<file path="src/rtl/twiddle_multiply_pkg.sv">
// rtl/twiddle_multiply_pkg.sv - Q1.(w-1) fixed-point constants and saturation shared by butterfly stages
package twiddle_multiply_pkg;

  localparam int DEF_LOG_N = 6;
  localparam int DEF_WIDTH = 16;

  function automatic logic signed [63:0] round_half(input int w);
    return 64'sd1 <<< (w - 2);
  endfunction

  function automatic logic signed [63:0] sat_max(input int w);
    return (64'sd1 <<< (w - 1)) - 64'sd1;
  endfunction

  function automatic logic signed [63:0] sat_min(input int w);
    return -(64'sd1 <<< (w - 1));
  endfunction

  // Clamp a sign-extended value into the w-bit signed range.
  function automatic logic signed [63:0] saturate(input logic signed [63:0] v, input int w);
    if (v > sat_max(w)) return sat_max(w);
    if (v < sat_min(w)) return sat_min(w);
    return v;
  endfunction

endpackage

</file>
<file path="src/rtl/cmul_core.sv">
// rtl/cmul_core.sv - registered partial products, then round-half-up and saturate (combinational out)
module cmul_core
  import twiddle_multiply_pkg::*;
#(
  parameter int WIDTH = DEF_WIDTH
) (
  input  logic                    clock,
  input  logic                    reset_n,
  input  logic signed [WIDTH-1:0] ar,
  input  logic signed [WIDTH-1:0] ai,
  input  logic signed [WIDTH-1:0] br,
  input  logic signed [WIDTH-1:0] bi,
  output logic        [WIDTH-1:0] re,
  output logic        [WIDTH-1:0] im
);

  localparam logic signed [2*WIDTH:0] ROUND_HALF = (2*WIDTH+1)'(round_half(WIDTH));

  logic signed [2*WIDTH-1:0] p_rr, p_ii, p_ri, p_ir;
  logic signed [2*WIDTH:0]   sum_re, sum_im, rnd_re, rnd_im, sh_re, sh_im;

  always_ff @(posedge clock or negedge reset_n) begin
    if (!reset_n) begin
      p_rr <= '0;
      p_ii <= '0;
      p_ri <= '0;
      p_ir <= '0;
    end else begin
      p_rr <= ar * br;
      p_ii <= ai * bi;
      p_ri <= ar * bi;
      p_ir <= ai * br;
    end
  end

  // One guard bit: -1.0 * -1.0 summed twice reaches +2^(2*WIDTH-1).
  always_comb begin
    sum_re = $signed({p_rr[2*WIDTH-1], p_rr}) - $signed({p_ii[2*WIDTH-1], p_ii});
    sum_im = $signed({p_ri[2*WIDTH-1], p_ri}) + $signed({p_ir[2*WIDTH-1], p_ir});
    rnd_re = sum_re + ROUND_HALF;
    rnd_im = sum_im + ROUND_HALF;
    sh_re  = rnd_re >>> (WIDTH - 1);
    sh_im  = rnd_im >>> (WIDTH - 1);
  end

  assign re = WIDTH'(saturate(longint'(sh_re), WIDTH));
  assign im = WIDTH'(saturate(longint'(sh_im), WIDTH));

endmodule

</file>
<file path="src/rtl/twiddle_multiply.sv">
// rtl/twiddle_multiply.sv - 3-stage complex twiddle multiplier with W^0 bypass and valid pipeline
module twiddle_multiply
  import twiddle_multiply_pkg::*;
#(
  parameter int LOG_N = DEF_LOG_N,
  parameter int WIDTH = DEF_WIDTH
) (
  input  logic             clock,
  input  logic             reset_n,
  input  logic             di_en,
  input  logic [WIDTH-1:0] di_re,
  input  logic [WIDTH-1:0] di_im,
  input  logic [LOG_N-1:0] tw_num,
  input  logic [WIDTH-1:0] tw_re,
  input  logic [WIDTH-1:0] tw_im,
  output logic             do_en,
  output logic [WIDTH-1:0] do_re,
  output logic [WIDTH-1:0] do_im
);

  logic             s1_en, s1_z, s2_en, s2_z;
  logic [WIDTH-1:0] s1_dre, s1_dim, s1_twre, s1_twim;
  logic [WIDTH-1:0] s2_dre, s2_dim;
  logic [WIDTH-1:0] core_re, core_im;

  // Idle slots load zeros so undriven inputs never reach the multipliers.
  always_ff @(posedge clock or negedge reset_n) begin
    if (!reset_n) begin
      s1_en   <= 1'b0;
      s1_z    <= 1'b0;
      s1_dre  <= '0;
      s1_dim  <= '0;
      s1_twre <= '0;
      s1_twim <= '0;
    end else begin
      s1_en   <= di_en;
      s1_z    <= di_en && (tw_num == '0);
      s1_dre  <= di_en ? di_re : '0;
      s1_dim  <= di_en ? di_im : '0;
      s1_twre <= di_en ? tw_re : '0;
      s1_twim <= di_en ? tw_im : '0;
    end
  end

  always_ff @(posedge clock or negedge reset_n) begin
    if (!reset_n) begin
      s2_en  <= 1'b0;
      s2_z   <= 1'b0;
      s2_dre <= '0;
      s2_dim <= '0;
    end else begin
      s2_en  <= s1_en;
      s2_z   <= s1_z;
      s2_dre <= s1_dre;
      s2_dim <= s1_dim;
    end
  end

  cmul_core #(
    .WIDTH (WIDTH)
  ) u_cmul_core (
    .clock   (clock),
    .reset_n (reset_n),
    .ar      ($signed(s1_dre)),
    .ai      ($signed(s1_dim)),
    .br      ($signed(s1_twre)),
    .bi      ($signed(s1_twim)),
    .re      (core_re),
    .im      (core_im)
  );

  // W^0 = 1 has no Q1 encoding, so that slot takes the delayed input instead.
  always_ff @(posedge clock or negedge reset_n) begin
    if (!reset_n) begin
      do_en <= 1'b0;
      do_re <= '0;
      do_im <= '0;
    end else begin
      do_en <= s2_en;
      if (!s2_en) begin
        do_re <= '0;
        do_im <= '0;
      end else if (s2_z) begin
        do_re <= s2_dre;
        do_im <= s2_dim;
      end else begin
        do_re <= core_re;
        do_im <= core_im;
      end
    end
  end

endmodule

</file>
<file path="config.mk">
export PLATFORM = sky130hd
export DESIGN_NAME = twiddle_multiply
export DESIGN_NICKNAME = d
export VERILOG_FILES = /design/src/rtl/twiddle_multiply_pkg.sv /design/src/rtl/cmul_core.sv /design/src/rtl/twiddle_multiply.sv
export SDC_FILE = /design/constraint.sdc
export NUM_CORES = 2
export LEC_CHECK = 0
export CORE_MARGIN = 4
export CORE_UTILIZATION = 40
export CTS_CLUSTER_DIAMETER = 60
export DETAILED_ROUTE_END_ITERATION = 8
export GPL_TIMING_DRIVEN = 0
export SYNTH_ARGS = -nofsm -noshare
export SYNTH_HDL_FRONTEND = slang
export SYNTH_SLANG_ARGS = --single-unit
</file>
<file path="constraint.sdc">
create_clock -name clock -period 16.55 [get_ports clock]
set_clock_uncertainty 0.05 [all_clocks]
set_input_delay 4.1375 -clock clock [delete_from_list [all_inputs] [get_ports clock]]
set_output_delay 4.1375 -clock clock [all_outputs]
set_load 0.05 [all_outputs]
</file>
==> summary.txt <==
Total of max-cap violations - 3
Hold crit path type - register to register
Yosys top cell by area - fa_1
HPWL Detailed - 127000 µm
P&R area growth vs syn - 9.26%
Final net count - 6860
Slew Limit Fails - 22
Leakage dissipation - 28.2 nW
RePlAce Congestion - 1.04
Yosys reg bits - 261
DIE WIDTH - 361 µm
Post-synthesis sequential area ratio - 13.1%
Total grt overflow - 0
Post-CTS Setup Inserts - 0
DR WL/cell - 22.9 µm
Vias - 35.9k
Drt first pass iters - 6
Cells taking the most area after synthesis - fa_1 (42%), dfrtp_1 (13%), ha_1 (11%)
Mapped cell area - 0.0499 mm²
Total clock sinks - 261
DRC Markers - 0
Status - complete, but fails checks
Global router's overall resource usage - 25.1%
CP max-delay cell - clkbuf_1
Clk Latency, worst-skew pair - 0.61 ns
Post-synth EDFFs - 0
Family with the most delay on the worst path - adder cells
Total chip power - 6.40 mW
Cell repeated most along the worst path - fa_1
Synth top area share - 42.1%
Initial antenna violation count - 19
Power Density - 117 mW/mm²
CTS Buffer Depth - 3
Rel. slew slack - -7.14%
Worst vdd ir - 0.113 mV
Final count of hold timing violations - 0
DIE HEIGHT - 361 µm
Initial Util - 40.3%
Cell Chain, Critical Path - clkbuf_1, nand2_1, fa_1, inv_1, fa_1, fa_1, fa_1, fa_1, inv_1, fa_1, inv_1, ha_1, clkbuf_1, nand2_1, nor2_1, o2111ai_1, o21ai_0, o211ai_1, a21boi_0, a41o_1, o21a_1, a21oi_1, xnor2_1
Worst Path Max Fanout - 10
Hold Buf Count CTS - 0
CP required - 16.99 ns
First-pass GRT wire length - 239000 µm
Reg clk slew, reported paths - 0.06 ns
Max Fclk - 111 MHz
Crit start category - register
Buf+Inv Stages, Crit Path - 5
IO Port Bufs - 105
IO Count - 106
Most common cell in the netlist - inv_1
Total area of sequential cells - 0.00653 mm²
Area of the core - 0.124 mm²
CTS Buf Count - 41
Final setup violation count - 0
Top_reg_cell synth - dfrtp_1
RSZ-0062 raised after global routing - no
Slew @ Worst Pin - 1.61 ns
Layout cells sized above 1 - 2.14%
Largest net degree at the start of global routing - 113
Synth Warn # - 0
CTS tree - yes
Syn nets - 6710
CP max stage delay - 1.11 ns
Arrival time at the worst endpoint - 9.43 ns
Antenna viol nets, final - 0
Avg Vias per Cell - 5.15
CTS H-Tree Depth - 2
Post-synth top cells - inv_1 (1214), fa_1 (1048), and2_1 (565), nand2_1 (512), ha_1 (450)
Synth unique cells - 79
Critical path class - register to register
Drt first-iter violations - 3170
Post-Synthesis Cells - 5139
Dpl cells - 6883
CTS resizes - 0
Crit share post-route - 54.3%
Fin cells - 6973
Final instance area - 0.0545 mm²
Failing checks - capacitance limit, slew limit
Fill cell count - 11.9k
Vias in the first global route - 37.1k
Minimum clock period - 8.99 ns
DP Area - 0.0530 mm²
Routed wire length - 160000 µm
CP Capture Type - register
CTS root buf - clkbuf_16
Synthesized area per cell - 9.71 µm²
Row count - 129
Async S/R FF share, synth - 100%
Setup_tns - 0 ns
Area occupied by multi-input gates - 0.0380 mm²
Die ar. - 0.130 mm²
[area by class of cell]
type / instances / area share (%)
Antenna cell: 15 / 0.0689
Buffer: 214 / 1.53
Clock buffer: 53 / 2.14
Clock inverter: 22 / 0.468
Inverter: 1215 / 8.37
Multi-Input combinational cell: 3449 / 69.7
Sequential cell: 261 / 12.0
Tap cell: 1637 / 3.76
Timing Repair Buffer: 107 / 2.04
[power breakdown]
| part | total, mW | leakage (nW) | switching [mW] | internal, mW |
|---|---|---|---|---|
| Clock | 0.898 | 0.695 | 0.357 | 0.541 |
| Combinational | 4.58 | 24.2 | 2.72 | 1.86 |
| Sequential | 0.926 | 3.26 | 0.0766 | 0.850 |
| Total | 6.40 | 28.2 | 3.15 | 3.25 |
[routing by layer]
metal / part of all wire (%) / GRT usage (%)
met5: 0.018 / 0
met4: 5.5 / 11.1
met3: 11 / 7.60
met2: 43 / 37.2
met1: 40 / 34.0
[final timing paths]
kind                                start                    to  cells after the start  slack [ns]
worst max-delay path            s1_dre[9]  u_cmul_core.p_ri[29]                     23        7.56
worst min-delay path                s1_en                 s2_en                      0        0.30
worst max register to register  s1_dre[9]  u_cmul_core.p_ri[29]                     23        7.56
worst min register to register      s1_en                 s2_en                      0        0.30
max in group asynchronous         reset_n            s2_dim[11]                      2       12.04
min in group asynchronous         reset_n             s2_dre[3]                      1        3.40
[cell families after synthesis]
kind of cell	Yosys count	synth area share, %
multiplexers	3	0.0602
flip-flops	261	13.1
AO/OA/AOI/OAI	446	6.18
adder cells (fa/ha/maj)	1498	53.3
buffers and inverters	1429	10.8
XOR/XNOR	170	2.98
AND/OR/NAND/NOR	1332	13.5
[registers in the layout, summed over array words and instances (netlist names)]
name and count:
u_cmul_core.p_ii 32, u_cmul_core.p_ir 32, u_cmul_core.p_ri 32, u_cmul_core.p_rr 32, do_im 16, do_re 16, s1_dim 16, s1_dre 16
s1_twim 16, s1_twre 16, s2_dim 16, s2_dre 16, do_en 1, s1_en 1, s1_z 1, s2_en 1
s2_z 1
[layout by cell type, fill, tap and decap left out, types with 43 or more instances in the layout]
cell type        instances
clkbuf_1               212
fa_1                  1048
nand2_1                512
a21oi_1                112
clkdlybuf4s50_1        104
o21ai_0                 85
xnor2_1                133
nor2_1                 112
dfrtp_1                261
ha_1                   450
clkbuf_16               43
inv_1                 1214
and2_1                 565
a21o_1                  68
[metrics by stage]
stage | utilization [%] | setup slack (ns) | hold WS (ns)
floorplan | - | 10.05 | 0.281
global placement | 42.8 | -0.835 | 0.282
detailed placement | 42.8 | 8.16 | 0.287
CTS | 44.0 | 8.11 | 0.301
global route | 44.0 | 7.45 | 0.309
finish | 44.0 | 7.56 | 0.298
[worst reg2reg max path, stage by stage, from the launching register on]
cell and delay [ns]:
dfrtp_1 0.58, clkbuf_1 1.12, nand2_1 0.21, fa_1 0.58, inv_1 0.05, fa_1 0.48
fa_1 0.60, fa_1 0.44, fa_1 0.49, inv_1 0.05, fa_1 0.48, inv_1 0.04
ha_1 0.25, clkbuf_1 0.28, nand2_1 0.09, nor2_1 0.51, o2111ai_1 0.20, o21ai_0 0.81
o211ai_1 0.27, a21boi_0 0.43, a41o_1 0.35, o21a_1 0.16, a21oi_1 0.07, xnor2_1 0.27
No activity file was read; power rests on OpenSTA's default activity.
